<file path="config.mk">
export PLATFORM = sky130hd
export DESIGN_NAME = dob_store_if
export DESIGN_NICKNAME = d
export VERILOG_FILES = /design/src/rtl/dob_store_if.sv
export SDC_FILE = /design/constraint.sdc
export NUM_CORES = 1
export LEC_CHECK = 0
export BUFFER_PORTS_ARGS = -buffer_cell sky130_fd_sc_hd__buf_2
export CAP_MARGIN = 20
export CORE_MARGIN = 1.5
export CORE_UTILIZATION = 48
export CTS_CLUSTER_SIZE = 12
export DETAILED_ROUTE_END_ITERATION = 12
export PLACE_DENSITY_LB_ADDON = 0.12
export REMOVE_ABC_BUFFERS = 1
export SYNTH_ARGS = -nofsm -noshare
export SYNTH_HDL_FRONTEND = slang
export SYNTH_SLANG_ARGS = --single-unit
</file>
<file path="constraint.sdc">
create_clock -name clk -period 2.2 [get_ports clk]
set_input_delay 0.44 -clock clk [delete_from_list [all_inputs] [get_ports clk]]
set_output_delay 0.44 -clock clk [all_outputs]
set_load 0.05 [all_outputs]
</file>
<file path="src/rtl/dob_store_if.sv">
// Store-side data-bus master: takes a right-justified store from control and
// drives one lane-steered write onto the external data-out bus.
module dob_store_if #(
    parameter int TIMEOUT = 15
) (
    input  logic        clk,
    input  logic        rst_n,
    input  logic        st_req,
    input  logic [1:0]  st_size,
    input  logic [31:0] st_addr,
    input  logic [31:0] st_data,
    output logic        st_busy,
    output logic        st_done,
    output logic        st_err,
    output logic [31:0] dab,
    output logic [31:0] dob,
    output logic [3:0]  dbe,
    output logic        dreq,
    output logic        dwr,
    input  logic        dack,
    output logic [1:0]  dbg_state
);

    // Bus handshake: dreq/dwr rise the cycle after a store is accepted and stay
    // high with dab/dob/dbe frozen until dack is seen high at a clock edge (the
    // transfer completes on that edge) or the wait budget runs out. Control
    // side: st_req is only looked at while st_busy is low.
    typedef enum logic [1:0] {
        S_IDLE = 2'd0,
        S_REQ  = 2'd1,
        S_DONE = 2'd2,
        S_ERR  = 2'd3
    } state_t;

    localparam logic [7:0] LAST_WAIT = 8'(TIMEOUT - 1);

    state_t      state, state_nxt;
    logic [7:0]  wait_cnt, wait_cnt_nxt;
    logic        legal;
    logic        accept;
    logic [31:0] dob_steer;
    logic [3:0]  dbe_steer;

    assign dbg_state = state;

    // Alignment check and lane steering, evaluated on the incoming request.
    always_comb begin
        legal     = 1'b0;
        dob_steer = st_data;
        dbe_steer = 4'b0000;
        case (st_size)
            2'b00: begin
                legal     = 1'b1;
                dob_steer = {4{st_data[7:0]}};
                dbe_steer = 4'b0001 << st_addr[1:0];
            end
            2'b01: begin
                legal     = ~st_addr[0];
                dob_steer = {2{st_data[15:0]}};
                dbe_steer = st_addr[1] ? 4'b1100 : 4'b0011;
            end
            2'b10: begin
                legal     = (st_addr[1:0] == 2'b00);
                dob_steer = st_data;
                dbe_steer = 4'b1111;
            end
            default: begin
                legal     = 1'b0;
                dob_steer = st_data;
                dbe_steer = 4'b0000;
            end
        endcase
    end

    assign accept = (state == S_IDLE) && st_req && legal;

    always_comb begin
        state_nxt    = state;
        wait_cnt_nxt = wait_cnt;
        case (state)
            S_IDLE: begin
                if (st_req) begin
                    state_nxt    = legal ? S_REQ : S_ERR;
                    wait_cnt_nxt = 8'd0;
                end
            end
            S_REQ: begin
                // An ack on the final wait cycle still completes the write.
                if (dack) begin
                    state_nxt = S_DONE;
                end else if (wait_cnt == LAST_WAIT) begin
                    state_nxt = S_ERR;
                end else begin
                    wait_cnt_nxt = wait_cnt + 8'd1;
                end
            end
            S_DONE:  state_nxt = S_IDLE;
            S_ERR:   state_nxt = S_IDLE;
            default: state_nxt = S_IDLE;
        endcase
    end

    always_ff @(posedge clk or negedge rst_n) begin
        if (!rst_n) begin
            state    <= S_IDLE;
            wait_cnt <= 8'd0;
        end else begin
            state    <= state_nxt;
            wait_cnt <= wait_cnt_nxt;
        end
    end

    // Outputs are registered from the next state so they line up with it.
    always_ff @(posedge clk or negedge rst_n) begin
        if (!rst_n) begin
            st_busy <= 1'b0;
            st_done <= 1'b0;
            st_err  <= 1'b0;
            dreq    <= 1'b0;
            dwr     <= 1'b0;
            dab     <= 32'd0;
            dob     <= 32'd0;
            dbe     <= 4'd0;
        end else begin
            st_busy <= (state_nxt != S_IDLE);
            st_done <= (state_nxt == S_DONE);
            st_err  <= (state_nxt == S_ERR);
            dreq    <= (state_nxt == S_REQ);
            dwr     <= (state_nxt == S_REQ);
            if (accept) begin
                dab <= {st_addr[31:2], 2'b00};
                dob <= dob_steer;
                dbe <= dbe_steer;
            end else if (state_nxt != S_REQ) begin
                dbe <= 4'd0;
            end
        end
    end

endmodule

</file>
# Word level (Yosys, flattened, before mapping)
# Cells that the tools add are included.
# Widths: inputs -> output; s select.
[classes] mux=15 n_bitwise=1 reduce_logical=10 add_sub_neg=1 eq_ne=13 shift=1
[ops] operator="$pmux 32 s2" n=1
[ops] operator="$mux 8" n=3
[ops] operator="$pmux 8 s2" n=1
[ops] operator="$mux 4" n=3
[ops] operator="$pmux 4 s3" n=1
[ops] operator="$eq 2x2->1 const B" n=5
[ops] operator="$add 8x1->8 const B" n=1
[ops] operator="$eq 8x4->1 const B" n=1
[ops] operator="$mux 2" n=4
[ops] operator="$eq 2x1->1 const B" n=3
[ops] operator="$logic_not 2->1" n=3
[ops] operator="$ne 2x2->1 const B" n=3
[ops] operator="$pmux 2 s3" n=1
[ops] operator="$reduce_bool 2->1" n=3
[ops] operator="$reduce_and 4->1" n=1
[ops] operator="$shl 1x2->4 const A" n=1
[ops] operator="$pmux 1 s3" n=1
[ops] operator="$logic_and 1x1->1" n=2
[ops] operator="$ne 2x1->1 const B" n=1
[ops] operator="$reduce_or 2->1" n=1
[ops] operator="$not 1->1" n=1
[word_totals] in_bits=70 register_bits=80 word_cells=50 output_inout_bits=75

# Depth between registers and ports, before layout
[depth] word_depth=8 depth_mapped=7 ltp_nobuf=6

# Least setup slack after synthesis
# Ideal clock, no wire load.
[synth_timing] kind="register to register" start="register state[0] (netlist: dbg_state[0])" end="register st_err" required_ns=2.134 path_slack_ns=0.394 path_buffers=1 synth_period_minus_slack_ns=1.806 arrival_time_ns=1.741 setup_time_ns=0.066 stages_incl_launch_ff=6 cell_sequence="dfrtp_1 or3b_1 buf_6 or3_4 o21ai_2 and2_1"
[synth_via] elab_chain_len=4 elab_cells_between_ends=10 classes_between="4 x eq/ne; 4 x mux; 2 x reduce/logical"
[synth_rtl] item="from (decl)" line_no="37" source="state_t state, state_nxt;"
[synth_rtl] item="from (signal assigned)" line_no="108" source="state <= state_nxt;"
[synth_rtl] item="$eq 2x2->1" line_no="80" source="case (state)"
[synth_rtl] item="$reduce_or 2->1 (no source line)"
[synth_rtl] item="$pmux 2 s3 (*)" line_no="80"
[synth_rtl] item="net state_nxt[1]" line_no="37"
[synth_rtl] item="$eq 2x2->1 (*)" line_no="127" source="st_err <= (state_nxt == S_ERR);"
[synth_rtl] item="to (signal assigned)" line_no="127"
[synth_rtl] item="to (decl)" line_no="14" source="output logic st_err,"
# The timed path passes the listed nets; every way through them passes the cells marked *.
# A chain may end at the register's enable or synchronous reset.

# Worst setup path in the final report
[layout_timing] start="register wait_cnt[0]" end="register wait_cnt[1]"
[layout_via] elab_chain_len=4 elab_cells_between_ends=7 classes_between="1 x add/sub; 2 x eq/ne; 3 x mux; 1 x reduce/logical"
[layout_rtl] item="from (decl)" line_no="38" source="logic [7:0] wait_cnt, wait_cnt_nxt;"
[layout_rtl] item="from (signal assigned)" line_no="109" source="wait_cnt <= wait_cnt_nxt;"
[layout_rtl] item="$add 8x1->8" line_no="94" source="wait_cnt_nxt = wait_cnt + 8'd1;"
[layout_rtl] item="$mux 8" line_no="91" source="end else if (wait_cnt == LAST_WAIT) begin"
[layout_rtl] item="$mux 8" line_no="89" source="if (dack) begin"
[layout_rtl] item="$pmux 8 s2" line_no="80"
# Several ways; a longest one is shown, not always the timed one. The select of a mux whose other input is x is not followed.

==> flow_summary.ini <==
[synth]
yosysUniqueCellTypes = 41
ys_ff_latch = 80
yosysSeqAreaShare_pct = 56.74
synth_edf_count = 0
ys.warnings.count = 0
synth_top_flop_cell = dfrtp_1
syn_area_per_cell_um2 = 11.92
synth.cell_area_um2 = 3528
synth_cells = 296
async_reset_ff_share_pct = 100.0

[sta]
rsz0062_at_grt = false
relSlewSlack_pct = 58.39
max_clock_freq_mhz = 517.6
slew_viol_final = 0
worst_slack_ns = 0.2678
final-hold-violation-count = 0
period_needed_ns = 1.932
skew_ns = 0.01012
worstMarginPinSlew_ns = 0.6241
period_share_pct = 87.83
setup_viol_count_final = 0

[grt]
grt_pass1_wl_um = 12040
track_usage_pct = 20.43
overflow = 0
grt_max_degree = 52
met3_usage_pct = 6.810
grtUsageMet1_pct = 26.10
grt_pass1_vias = 2491
grtUsageMet2_pct = 31.96
grt_busiest_layer = met2
antenna_found_initial = 0

[pwr]
total_power_mw = 7.502
leakagePower_nw = 2.357
ir_drop_uv = 957.9
powerDensity_nw_per_um2 = 1644

[worst_setup_path]
crit_end = wait_cnt[1]
rr_worst_depth = 6
r2r_setup_slack_ns = 0.27
r2r-end = wait_cnt[1]
crit_start = wait_cnt[0]
startpoint_type = flop
worstSetupPathType = flop to flop
required_ns = 2.43
cp_max_fo = 5
rr_startpoint = wait_cnt[0]
critPathCaptureType = flop
crit_arrival_ns = 2.16

[cts]
clkTransAtPathRegs_ns = 0.08
post_cts_resized = 0
cts_tree = yes
root_buffer = clkbuf_8
cts_setup_buffers = 0
numClockSinks = 80
h-tree-depth = 3
cts_buffers = 9
clock_latency_ns = 0.34
cts.path.max_buffers = 2
holdBufCountCts = 0

[route]
dr.pass1.iters = 4
num_vias = 2731
ant_nets = 0
wl_per_cell_um = 14.32
viasPerCell = 5.020
drc = 0
drt_iter0_markers = 142
drt-total-wl_um = 7792

[die]
num_io_pins = 145
die_x_um = 88.74
num_rows = 31
start_util_pct = 49.17
core_um2 = 7176
die_h_um = 88.74
dieArea_um2 = 7874

[cells_and_area]
area_growth_pct = 29.33
stdcell_area_um2 = 4563
antenna_cells = 0
fin_cells = 544
drive_gt1_share_pct = 45.84
fin_util_pct = 63.59
nNetsFinal = 512

[place]
io_buffers = 142
post-place-ws_ns = 0.1907
hpwl_um = 5680
place_area_um2 = 4365
gp_congestion = 0.8549
dp.cells = 528

[status]
status = complete, no violations

[flow_run]
cap_violations = 0

[min_path]
hold_class = primary input to asynchronous set/reset pin
worst max-delay path, cell delays in order, from the launching register on:
cell	delay (ns)
dfrtp_1	0.43
inv_1	0.10
ha_1	0.14
nor3b_1	0.41
nand3_1	0.26
nand2_1	0.16
mux2_2	0.34
worst min-delay path by stage:
stage | startpoint | endpoint | depth (start not counted) | slack [ns]
floorplan | rst_n | dab[10] | 0 | 0.14
global placement | dob[30] | dob[30] | 2 | 0.46
detailed placement | dob[17] | dob[17] | 2 | 0.47
CTS | rst_n | wait_cnt[6] | 1 | 0.12
global route | rst_n | dab[10] | 1 | 0.15
finish | rst_n | wait_cnt[6] | 1 | 0.11
cells by family after synthesis:
| family | after synthesis | share of synthesized area, % |
|---|---|---|
| DFF | 80 | 56.74 |
| and+or+nand+nor | 67 | 9.327 |
| muxes | 66 | 20.14 |
| AOI/OAI and AO/OA | 55 | 9.362 |
| buffers and inverters | 24 | 3.369 |
| adders and majority gates | 2 | 0.7091 |
| other | 1 | 0.1063 |
| xor gates and xnor gates | 1 | 0.2483 |
layout make-up:
| cell class | count | area (um^2) |
|---|---|---|
| fillers | 598 | 2613 |
| flip-flops and latches | 80 | 2002 |
| multi-input cells | 193 | 1419 |
| repair buffers | 150 | 798.3 |
| clock buffers | 11 | 141.4 |
| well taps | 99 | 123.9 |
| clock inverters | 5 | 56.30 |
| inverters | 6 | 22.52 |
power breakdown:
group          switching (mW)  internal, mW  leakage, nW
logic                    3.03         0.969         1.26
clock network           0.519         0.554       0.0993
registers               0.328          2.11        0.993
total                    3.87          3.63         2.36
metrics by stage:
stage	hold slack, ns	TNS (ns)
after floorplan	0.1444	-44.11
after global placement	0.4587	0
after detailed placement	0.4654	0
after CTS	0.1203	0
after global routing	0.1482	0
final	0.1054	0
cells in the mapped netlist (2+ instances only):
cell / count / area [um^2]
a2111oi_0: 3 / 26.28
a21o_1: 2 / 15.01
a21oi_1: 15 / 75.07
and3_1: 2 / 12.51
buf_2: 8 / 40.04
buf_4: 3 / 22.52
clkbuf_1: 6 / 22.52
dfrtp_1: 80 / 2002
ha_1: 2 / 25.02
inv_1: 6 / 22.52
mux2_1: 10 / 112.6
mux2_2: 30 / 337.8
mux2i_1: 26 / 260.3
nand2_1: 30 / 112.6
nand2b_1: 3 / 18.77
nand3_1: 4 / 20.02
nand4_1: 2 / 12.51
nor2_1: 14 / 52.55
o21ai_0: 25 / 125.1
o21ai_2: 2 / 17.52
o2bb2ai_1: 3 / 26.28
registers in the layout (all words and copies together), names as in the netlist:
signal     count
st_done        1
st_busy        1
dob           32
dwr            1
dbe            4
st_err         1
dab           30
wait_cnt       8
dbg_state      2
cell usage in the layout (no fill, tap or decap), types with 2 or more instances in the layout:
| cell type | synthesis | layout |
|---|---|---|
| inv_1 | 6 | 6 |
| conb_1 | 1 | 2 |
| a21oi_1 | 15 | 15 |
| nand2_1 | 30 | 30 |
| dfrtp_1 | 80 | 80 |
| o2bb2ai_1 | 3 | 3 |
| a2111oi_0 | 3 | 3 |
| clkinv_2 | 0 | 2 |
| nand3_1 | 4 | 4 |
| mux2i_1 | 26 | 26 |
| buf_4 | 3 | 7 |
| buf_2 | 8 | 141 |
| and3_1 | 2 | 2 |
| nor2_1 | 14 | 14 |
| mux2_2 | 30 | 30 |
| buf_12 | 0 | 2 |
| clkbuf_8 | 0 | 10 |
| ha_1 | 2 | 2 |
| a21o_1 | 2 | 2 |
| nand2b_1 | 3 | 3 |
| o21ai_0 | 25 | 25 |
| nand4_1 | 2 | 2 |
| mux2_1 | 10 | 10 |
layer usage:
metal,part of all wire (%),vias up,routed length (um)
met4,1.4,0,108
met3,7.7,10,602
met5,0,-,0
met2,48,96,3734
li1,-,1318,-
met1,43,1307,3346
Power figures use the tool's default switching activity.
